## src/rtl/debug_hart_ctrl.sv

```systemverilog
// Run-control sequencer between the debug module register file and one hart.
// Converts dmcontrol strobes into held request/acknowledge handshakes with the
// core and keeps the sticky run-control status bits that dmstatus reads back.
module debug_hart_ctrl #(
    parameter int unsigned RST_HOLD     = 4,
    parameter int unsigned HALT_TIMEOUT = 1024
) (
    input  logic clk_i,
    input  logic rst_i,
    input  logic dmactive_i,
    input  logic haltreq_i,
    input  logic resumereq_i,
    input  logic ackhavereset_i,
    input  logic hartreset_i,
    input  logic setresethaltreq_i,
    input  logic clrresethaltreq_i,
    input  logic core_halted_i,
    output logic core_halt_req_o,
    output logic core_resume_req_o,
    output logic core_reset_o,
    output logic halted_o,
    output logic running_o,
    output logic resumeack_o,
    output logic havereset_o,
    output logic unavail_o,
    output logic resethaltreq_o
);

    typedef enum logic [2:0] {
        ST_RUN,
        ST_HALTING,
        ST_HALTED,
        ST_RESUMING,
        ST_RESET
    } state_e;

    localparam logic [7:0]  RST_HOLD_C     = 8'(RST_HOLD);
    localparam logic [15:0] HALT_TIMEOUT_C = 16'(HALT_TIMEOUT);

    state_e      state_q, state_d;
    logic [15:0] halt_cnt_q, halt_cnt_d;
    logic [7:0]  rst_cnt_q, rst_cnt_d;
    logic        unavail_q, unavail_d;
    logic        resumeack_q, resumeack_d;
    logic        havereset_q, havereset_d;
    logic        resethaltreq_q, resethaltreq_d;
    logic        core_halt_req_q, core_halt_req_d;
    logic        core_resume_req_q, core_resume_req_d;
    logic        core_reset_q, core_reset_d;
    logic        halted_q, halted_d;
    logic        running_q, running_d;

    // Strobes are only honoured while the DM is active.
    logic halt_stb, resume_stb, ack_stb, set_stb, clr_stb;
    assign halt_stb   = haltreq_i & dmactive_i;
    assign resume_stb = resumereq_i & dmactive_i;
    assign ack_stb    = ackhavereset_i & dmactive_i;
    assign set_stb    = setresethaltreq_i & dmactive_i;
    assign clr_stb    = clrresethaltreq_i & dmactive_i;

    // Next-state, counters, sticky status and registered output values.
    always_comb begin
        state_d        = state_q;
        halt_cnt_d     = halt_cnt_q;
        rst_cnt_d      = rst_cnt_q;
        unavail_d      = unavail_q;
        resumeack_d    = resumeack_q;
        havereset_d    = havereset_q;
        resethaltreq_d = resethaltreq_q;

        // Acknowledge clears first so a simultaneous reset exit can re-set it.
        if (ack_stb) begin
            havereset_d = 1'b0;
        end
        // Arming wins over disarming when both arrive together.
        if (clr_stb) begin
            resethaltreq_d = 1'b0;
        end
        if (set_stb) begin
            resethaltreq_d = 1'b1;
        end

        if (hartreset_i) begin
            // Reset level overrides everything and holds the hold counter at 0.
            state_d    = ST_RESET;
            rst_cnt_d  = 8'd0;
            halt_cnt_d = 16'd0;
            unavail_d  = 1'b1;
        end else begin
            unique case (state_q)
                ST_RUN: begin
                    if (halt_stb) begin
                        state_d    = ST_HALTING;
                        halt_cnt_d = 16'd0;
                        unavail_d  = 1'b0;
                    end else if (core_halted_i) begin
                        state_d = ST_HALTED;
                    end
                end
                ST_HALTING: begin
                    if (core_halted_i) begin
                        state_d    = ST_HALTED;
                        halt_cnt_d = 16'd0;
                        unavail_d  = 1'b0;
                    end else if (halt_cnt_q == HALT_TIMEOUT_C) begin
                        // Saturate and keep requesting; the hart is reported unavailable.
                        unavail_d = 1'b1;
                    end else begin
                        halt_cnt_d = halt_cnt_q + 16'd1;
                    end
                end
                ST_HALTED: begin
                    // A simultaneous halt request drops the resume.
                    if (resume_stb && !halt_stb) begin
                        state_d     = ST_RESUMING;
                        resumeack_d = 1'b0;
                    end
                end
                ST_RESUMING: begin
                    if (!core_halted_i) begin
                        state_d     = ST_RUN;
                        resumeack_d = 1'b1;
                    end
                end
                ST_RESET: begin
                    if (rst_cnt_q == RST_HOLD_C) begin
                        state_d     = resethaltreq_q ? ST_HALTING : ST_RUN;
                        halt_cnt_d  = 16'd0;
                        unavail_d   = 1'b0;
                        havereset_d = 1'b1;
                    end else begin
                        rst_cnt_d = rst_cnt_q + 8'd1;
                    end
                end
                default: begin
                    state_d = ST_RUN;
                end
            endcase
        end

        // An inactive DM aborts handshakes; a reset sequence still completes.
        if (!dmactive_i) begin
            resumeack_d    = 1'b0;
            resethaltreq_d = 1'b0;
            if (state_d != ST_RESET) begin
                state_d    = core_halted_i ? ST_HALTED : ST_RUN;
                halt_cnt_d = 16'd0;
                unavail_d  = 1'b0;
            end
        end

        core_halt_req_d   = (state_d == ST_HALTING);
        core_resume_req_d = (state_d == ST_RESUMING);
        core_reset_d      = (state_d == ST_RESET);
        halted_d          = (state_d == ST_HALTED);
        running_d         = (state_d == ST_RUN) || ((state_d == ST_HALTING) && !unavail_d);
    end

    // State, counters and all outputs registered; reset returns to RUN with havereset set.
    always_ff @(posedge clk_i) begin
        if (rst_i) begin
            state_q           <= ST_RUN;
            halt_cnt_q        <= 16'd0;
            rst_cnt_q         <= 8'd0;
            unavail_q         <= 1'b0;
            resumeack_q       <= 1'b0;
            havereset_q       <= 1'b1;
            resethaltreq_q    <= 1'b0;
            core_halt_req_q   <= 1'b0;
            core_resume_req_q <= 1'b0;
            core_reset_q      <= 1'b0;
            halted_q          <= 1'b0;
            running_q         <= 1'b1;
        end else begin
            state_q           <= state_d;
            halt_cnt_q        <= halt_cnt_d;
            rst_cnt_q         <= rst_cnt_d;
            unavail_q         <= unavail_d;
            resumeack_q       <= resumeack_d;
            havereset_q       <= havereset_d;
            resethaltreq_q    <= resethaltreq_d;
            core_halt_req_q   <= core_halt_req_d;
            core_resume_req_q <= core_resume_req_d;
            core_reset_q      <= core_reset_d;
            halted_q          <= halted_d;
            running_q         <= running_d;
        end
    end

    assign core_halt_req_o   = core_halt_req_q;
    assign core_resume_req_o = core_resume_req_q;
    assign core_reset_o      = core_reset_q;
    assign halted_o          = halted_q;
    assign running_o         = running_q;
    assign resumeack_o       = resumeack_q;
    assign havereset_o       = havereset_q;
    assign unavail_o         = unavail_q;
    assign resethaltreq_o    = resethaltreq_q;

endmodule
```

## config.mk

```make
export PLATFORM = sky130hd
export DESIGN_NAME = debug_hart_ctrl
export DESIGN_NICKNAME = d
export VERILOG_FILES = /design/src/rtl/debug_hart_ctrl.sv
export SDC_FILE = /design/constraint.sdc
export NUM_CORES = 1
export LEC_CHECK = 0
export ABC_AREA = 1
export CORE_MARGIN = 10
export CORE_UTILIZATION = 60
export CTS_BUF_LIST = sky130_fd_sc_hd__clkbuf_8
export CTS_CLUSTER_DIAMETER = 80
export CTS_CLUSTER_SIZE = 24
export DETAILED_ROUTE_END_ITERATION = 7
export GPL_ROUTABILITY_DRIVEN = 0
export HOLD_SLACK_MARGIN = 0.05
export PLACE_DENSITY_LB_ADDON = 0.2
export SLEW_MARGIN = 0
export SYNTH_ARGS = -nofsm -noshare
export SYNTH_HDL_FRONTEND = slang
export SYNTH_SLANG_ARGS = --single-unit
```

## constraint.sdc

```tcl
create_clock -name clk_i -period 3.2 [get_ports clk_i]
set_clock_uncertainty 0.1 [all_clocks]
set_input_delay 0.48 -clock clk_i [delete_from_list [all_inputs] [get_ports clk_i]]
set_output_delay 0.48 -clock clk_i [all_outputs]
set_load 0.005 [all_outputs]
```

# After elaboration in Yosys (flattened, before gate mapping)
# Index checks and enable logic that the tools add are counted.
[totals]
input_bits = 10
reg_bits = 36
[classes]
n_reduce_logical = 13
mux = 36
eq_ne = 13
n_bitwise = 8
addsub = 2
[op_table]
columns = ["operator", "count"]
rows = [
  ["$mux W16", 7],
  ["$pmux W16 S3", 1],
  ["$mux W3", 8],
  ["$add A16 B1 Y16 const B", 1],
  ["$eq A16 B11 Y1 const B", 1],
  ["$mux W1", 16],
  ["$pmux W3 S5", 1],
  ["$eq A3 B2 Y1 const B", 4],
  ["$add A8 B1 Y8 const B", 1],
  ["$eq A8 B3 Y1 const B", 1],
  ["$eq A3 B1 Y1 const B", 2],
  ["$eq A3 B3 Y1 const B", 2],
  ["$logic_not A3 Y1", 2],
  ["$and A1 B1 Y1", 5],
  ["$ne A2 B2 Y1 const B", 2],
  ["$reduce_and A4 Y1", 1],
  ["$reduce_bool A2 Y1", 2],
  ["$reduce_or A2 Y1", 2],
  ["$ne A3 B3 Y1 const B", 1],
  ["$not A1 Y1", 3],
  ["$pmux W1 S3", 1],
  ["$logic_and A1 B1 Y1", 2],
  ["$logic_not A1 Y1", 2],
  ["$mux W2", 1],
  ["3 further kinds", 3],
]

# Depth between registers and ports, before layout
[depth]
depth_word = 12
depth_mapped = 11
ltp_nobuf = 11

# Worst setup path after synthesis
# Ideal clock, no wire load.
[synth_path]
kind = "register to register"
from = "register rst_cnt_q[0]"
to = "register halt_cnt_q[7]"
setup_time_ns = 0.122
t_arrival_ns = 1.365
setup_slack_ns = 1.613
synth_period_minus_slack_ns = 1.587
path_stages_with_launch = 12
path_buffers = 0
path_cell_list = "dfxtp_1 inv_1 ha_1 nand3_1 nor2_4 nor2_4 nor2_4 nand2_4 nand2_4 clkinv_4 o21ai_1 a21oi_1"
[synth_via]
elab_chain_len = 7
[synth_lines]
columns = ["element", "line", "text"]
rows = [
  ["start: declaration", "42", "logic [7:0] rst_cnt_q, rst_cnt_d;"],
  ["start signal: assignment", "177", "rst_cnt_q <= rst_cnt_d;"],
  ["$eq A8 B3 Y1 (*)", "126", "if (rst_cnt_q == RST_HOLD_C) begin"],
  ["$mux W3", "126", ""],
  ["$pmux W3 S5", "90", "unique case (state_q)"],
  ["$mux W3", "83", "if (hartreset_i) begin"],
  ["$ne A3 B3 Y1", "145", "if (state_d != ST_RESET) begin"],
  ["$mux W16", "145", ""],
  ["$mux W16 (*)", "142", "if (!dmactive_i) begin"],
  ["end signal: assignment", "176", "halt_cnt_q <= halt_cnt_d;"],
  ["end: declaration", "41", "logic [15:0] halt_cnt_q, halt_cnt_d;"],
]
# Every way passes the cells marked *; elsewhere a longest branch is shown, timed or not.
# A chain may end at the register's enable or synchronous reset.

# Worst setup path after layout
[layout_path]
from = "input port core_halted_i"
to = "register running_q, in the netlist running_o"
[layout_via]
elab_chain_len = 10
[layout_lines]
columns = ["element", "line", "text"]
rows = [
  ["start: declaration", "17", "input logic core_halted_i,"],
  ["$mux W3", "96, 101", ""],
  ["$mux W3", "92", "if (halt_stb) begin"],
  ["$pmux W3 S5", "90", ""],
  ["$mux W3", "83", ""],
  ["$ne A3 B3 Y1", "145", ""],
  ["$mux W3 / $mux W1 (equally long branches)", "145", ""],
  ["$mux W3 / $mux W1 (equally long branches)", "142", ""],
  ["$eq A3 B1 Y1 / $logic_not A1 Y1 (equally long branches)", "156", "running_d = (state_d == ST_RUN) || ((state_d == ST_HALTING) && !unavail_d);"],
  ["$logic_and A1 B1 Y1", "156", ""],
  ["$logic_or A1 B1 Y1 (*)", "156", ""],
  ["end signal: assignment", "186", "running_q <= running_d;"],
  ["end: declaration", "51", "logic running_q, running_d;"],
]
# Marks and branches as above.

==> metrics.yaml <==
timing:
  finalHoldViolCount: 0
  relSlewSlack_pct: 78.1
  rsz0062_at_grt: "no"
  worstMarginPinSlew_ps: 328
  post-route-period-util_pct: 59.5
  fmax_ghz: 0.525
  whs_ps: 358
  final.min_clock_period_ps: 1900
  drv_slew: 0
  fin_tns_setup_ps: 0
  finalSetupViolCount: 0
layout:
  regMostFlops: "halt_cnt_q"
  area_growth_pct: 15.5
  largest_register_ff_count: 16
  final_nets: 333
  diodes: 0
  largestRegisters: "halt_cnt_q: 16 flops, rst_cnt_q: 8 flops, state_q: 3 flops"
  fillers: 321
  drive_above_1_share_pct: 10.0
worst_setup_path:
  startpoint: "core_halted_i"
  r2r-start: "rst_cnt_q[1]"
  reg2regPathDepth: 11
  cp_data_required_time_ps: 3280
  cp.arrival_ps: 1980
  crit_path_end_kind: "flip-flop"
  slowest_stage: "clkdlybuf4s50_1"
  worstPathMaxFanout: 14
  slowest_delay_ps: 480
  cp-start-kind: "primary input"
  crit_type: "in -> reg"
  crit_chain: "clkdlybuf4s50_1 -> nor2_1 -> nand2_2 -> inv_2 -> nand3_1 -> nand2_1 -> inv_1 -> nand2_1 -> nand2_1 -> nand2_1 -> nand3_1"
  cpMostUsedCell: "nand2_1"
clock_tree:
  ctsResizeCount: 0
  cts_tree: "done"
  clockBufferDepth: 2
  post-cts-setup-buffers: 0
  cts.reportedPaths.clkPinSlew_ps: 70
  holdBufCountCts: 0
  clkSinkCount: 36
  clock_latency_ps: 290
  cts_buffers: 5
  ctsRootBufferMaster: "clkbuf_8"
  htreeDepth: 2
global_route:
  grt.total_usage_pct: 16.0
  overflow: 0
  antenna_found_initial: 0
  grt_pass1_wl_um: 8070
  grt_pass1_vias: 1799
  grt_max_degree: 15
synthesis:
  synth_nets: 310
  yosysTopAreaCell: "dfxtp_1"
  synth_top_family_by_area: "simple AND/OR/NAND/NOR gates"
  synthCells: 296
  ys.flop_type: "dfxtp_1"
  avgSynthCellArea_um2: 6.85
  syn_area_um2: 2030
  synth_adder_area_share_pct: 2.47
  synthTopCellsByArea: "dfxtp_1 36%, nand2_1 10%, nand3_1 7.2%"
  synth_cell_types: 34
  synthMuxAreaShare_pct: 0
  ys_seq_area_share_pct: 35.5
  ys_seq_elements: 36
  async_flop_share_pct: 0
  ys_warn_count: 0
  synth_edf_count: 0
  synth_top_cell_area_share_pct: 35.5
  synth_xor_area_share_pct: 0.864
  yosysMostFrequentCell: "nand2_1"
  synth-simple-area-share_pct: 35.2
  synth_common_cells: "54 x nand2_1, 36 x dfxtp_1, 35 x inv_1, 34 x nor2_1, 29 x nand3_1"
  synth_compound_area_share_pct: 16.8
placement:
  dpl.hpwl_um: 3340
  portBuffers: 18
floorplanning:
  die_w_um: 78.1
  die_h_um: 78.1
  core_um2: 3310
  die_area_um2: 6110
  num_io_pins: 19
  start_util_pct: 61.3
  num_rows: 21
route:
  routedWlPerCell_um: 12.5
  postRouteAntennaNets: 0
  routed_via_density: 5.29
  dr_total_vias: 1936
  drt_wl_total_um: 4560
  drt_pass1_iterations: 4
  drt_iter0_drc: 189
  detail_route.drc_violations: 0
worst_hold_path:
  hold_class: "reg -> reg"
  worstHoldPathCells: 2
  min_from: "rst_cnt_q[7]"
power:
  p_sw_mw: 0.230
  power_density_nw_per_um2: 384
  p_int_mw: 0.671
  comb_power_share_pct: 11.7
  p_seq_share_pct: 51.7
  p_clk_share_pct: 36.5
  power.leakage_nw: 0.915
  vdd_ir_drop_max_uv: 356
  p_sw_share_pct: 25.5
flow_run:
  drv_cap: 0
outcome:
  status: "finished clean"
==> cell type report <==
class / count / area [µm²] / area share [%]
clock buffers: 6 / 82.6 / 3.53
clock inverters: 2 / 7.51 / 0.321
inverters: 40 / 155 / 6.62
multi-input cells: 216 / 1120 / 48.0
flip-flops and latches: 36 / 721 / 30.8
well taps: 46 / 57.6 / 2.46
repair buffers: 20 / 195 / 8.33
==> power by group through the flow <==
stage               Combinational [mW]  Clock [mW]  Sequential, mW
global route                     0.121       0.355           0.467
floorplan                       0.0677           0           0.475
finish                           0.106       0.329           0.466
CTS                              0.106       0.337           0.466
global placement                 0.105           0           0.476
detailed placement               0.106           0           0.476
==> layer usage <==
metal	track usage, %	routed length, µm
met1	19.1	2110
met2	24.9	2100
met3	5.35	264
met4	8.24	85
met5	0	0
==> critical path: cells and delay by family <==
| kind | cells | cell delay [ps] |
|---|---|---|
| simple gates | 8 | 760 |
| buf+inv | 3 | 740 |
==> cell usage in the layout, fill, tap and decap left out, drive strengths merged <==
cell type       n
a21oi          23
nor3            8
a31oi           2
buf             2
a21boi          1
o211ai          2
clkbuf          6
a22oi           1
a32oi           1
ha              4
clkinv          1
a211oi          2
clkdlybuf4s50  18
a41oi           1
inv            41
dfxtp          36
xnor2           1
nand3          31
o21a            1
nand4           5
nor2           43
xor2            1
nand3b          1
o21ai          28
nand2          60
==> path summary, 6_finish.rpt <==
check / endpoint / slack, ps
worst min register to register: rst_cnt_q[7] / 360
worst min-delay path: rst_cnt_q[7] / 360
worst max-delay path: running_o / 1300
worst max register to register: halt_cnt_q[10] / 1360
==> metrics by stage <==
step | std cells | worst slack, ps | instance area [µm²] | utilization [%] | power (mW)
2_1_floorplan | 296 | 1610 | 2030 | - | 0.542
3_3_place_gp | 358 | 1060 | 2250 | 68.0 | 0.580
3_5_place_dp | 358 | 1010 | 2250 | 68.0 | 0.582
4_1_cts | 366 | 1320 | 2340 | 70.7 | 0.909
5_1_grt | 366 | 1140 | 2340 | 70.7 | 0.943
6_report | 366 | 1300 | 2340 | 70.7 | 0.901
==> cells by family (layout without fill, tap and decap cells) <==
kind of cell	count (synthesis)	count (layout)
AOI/OAI and AO/OA	62	62
adders and majority gates	4	4
buffers and inverters	44	68
DFF	36	36
xor gates and xnor gates	2	2
and+or+nand+nor	148	148
No activity file was read; power rests on OpenSTA's default activity.
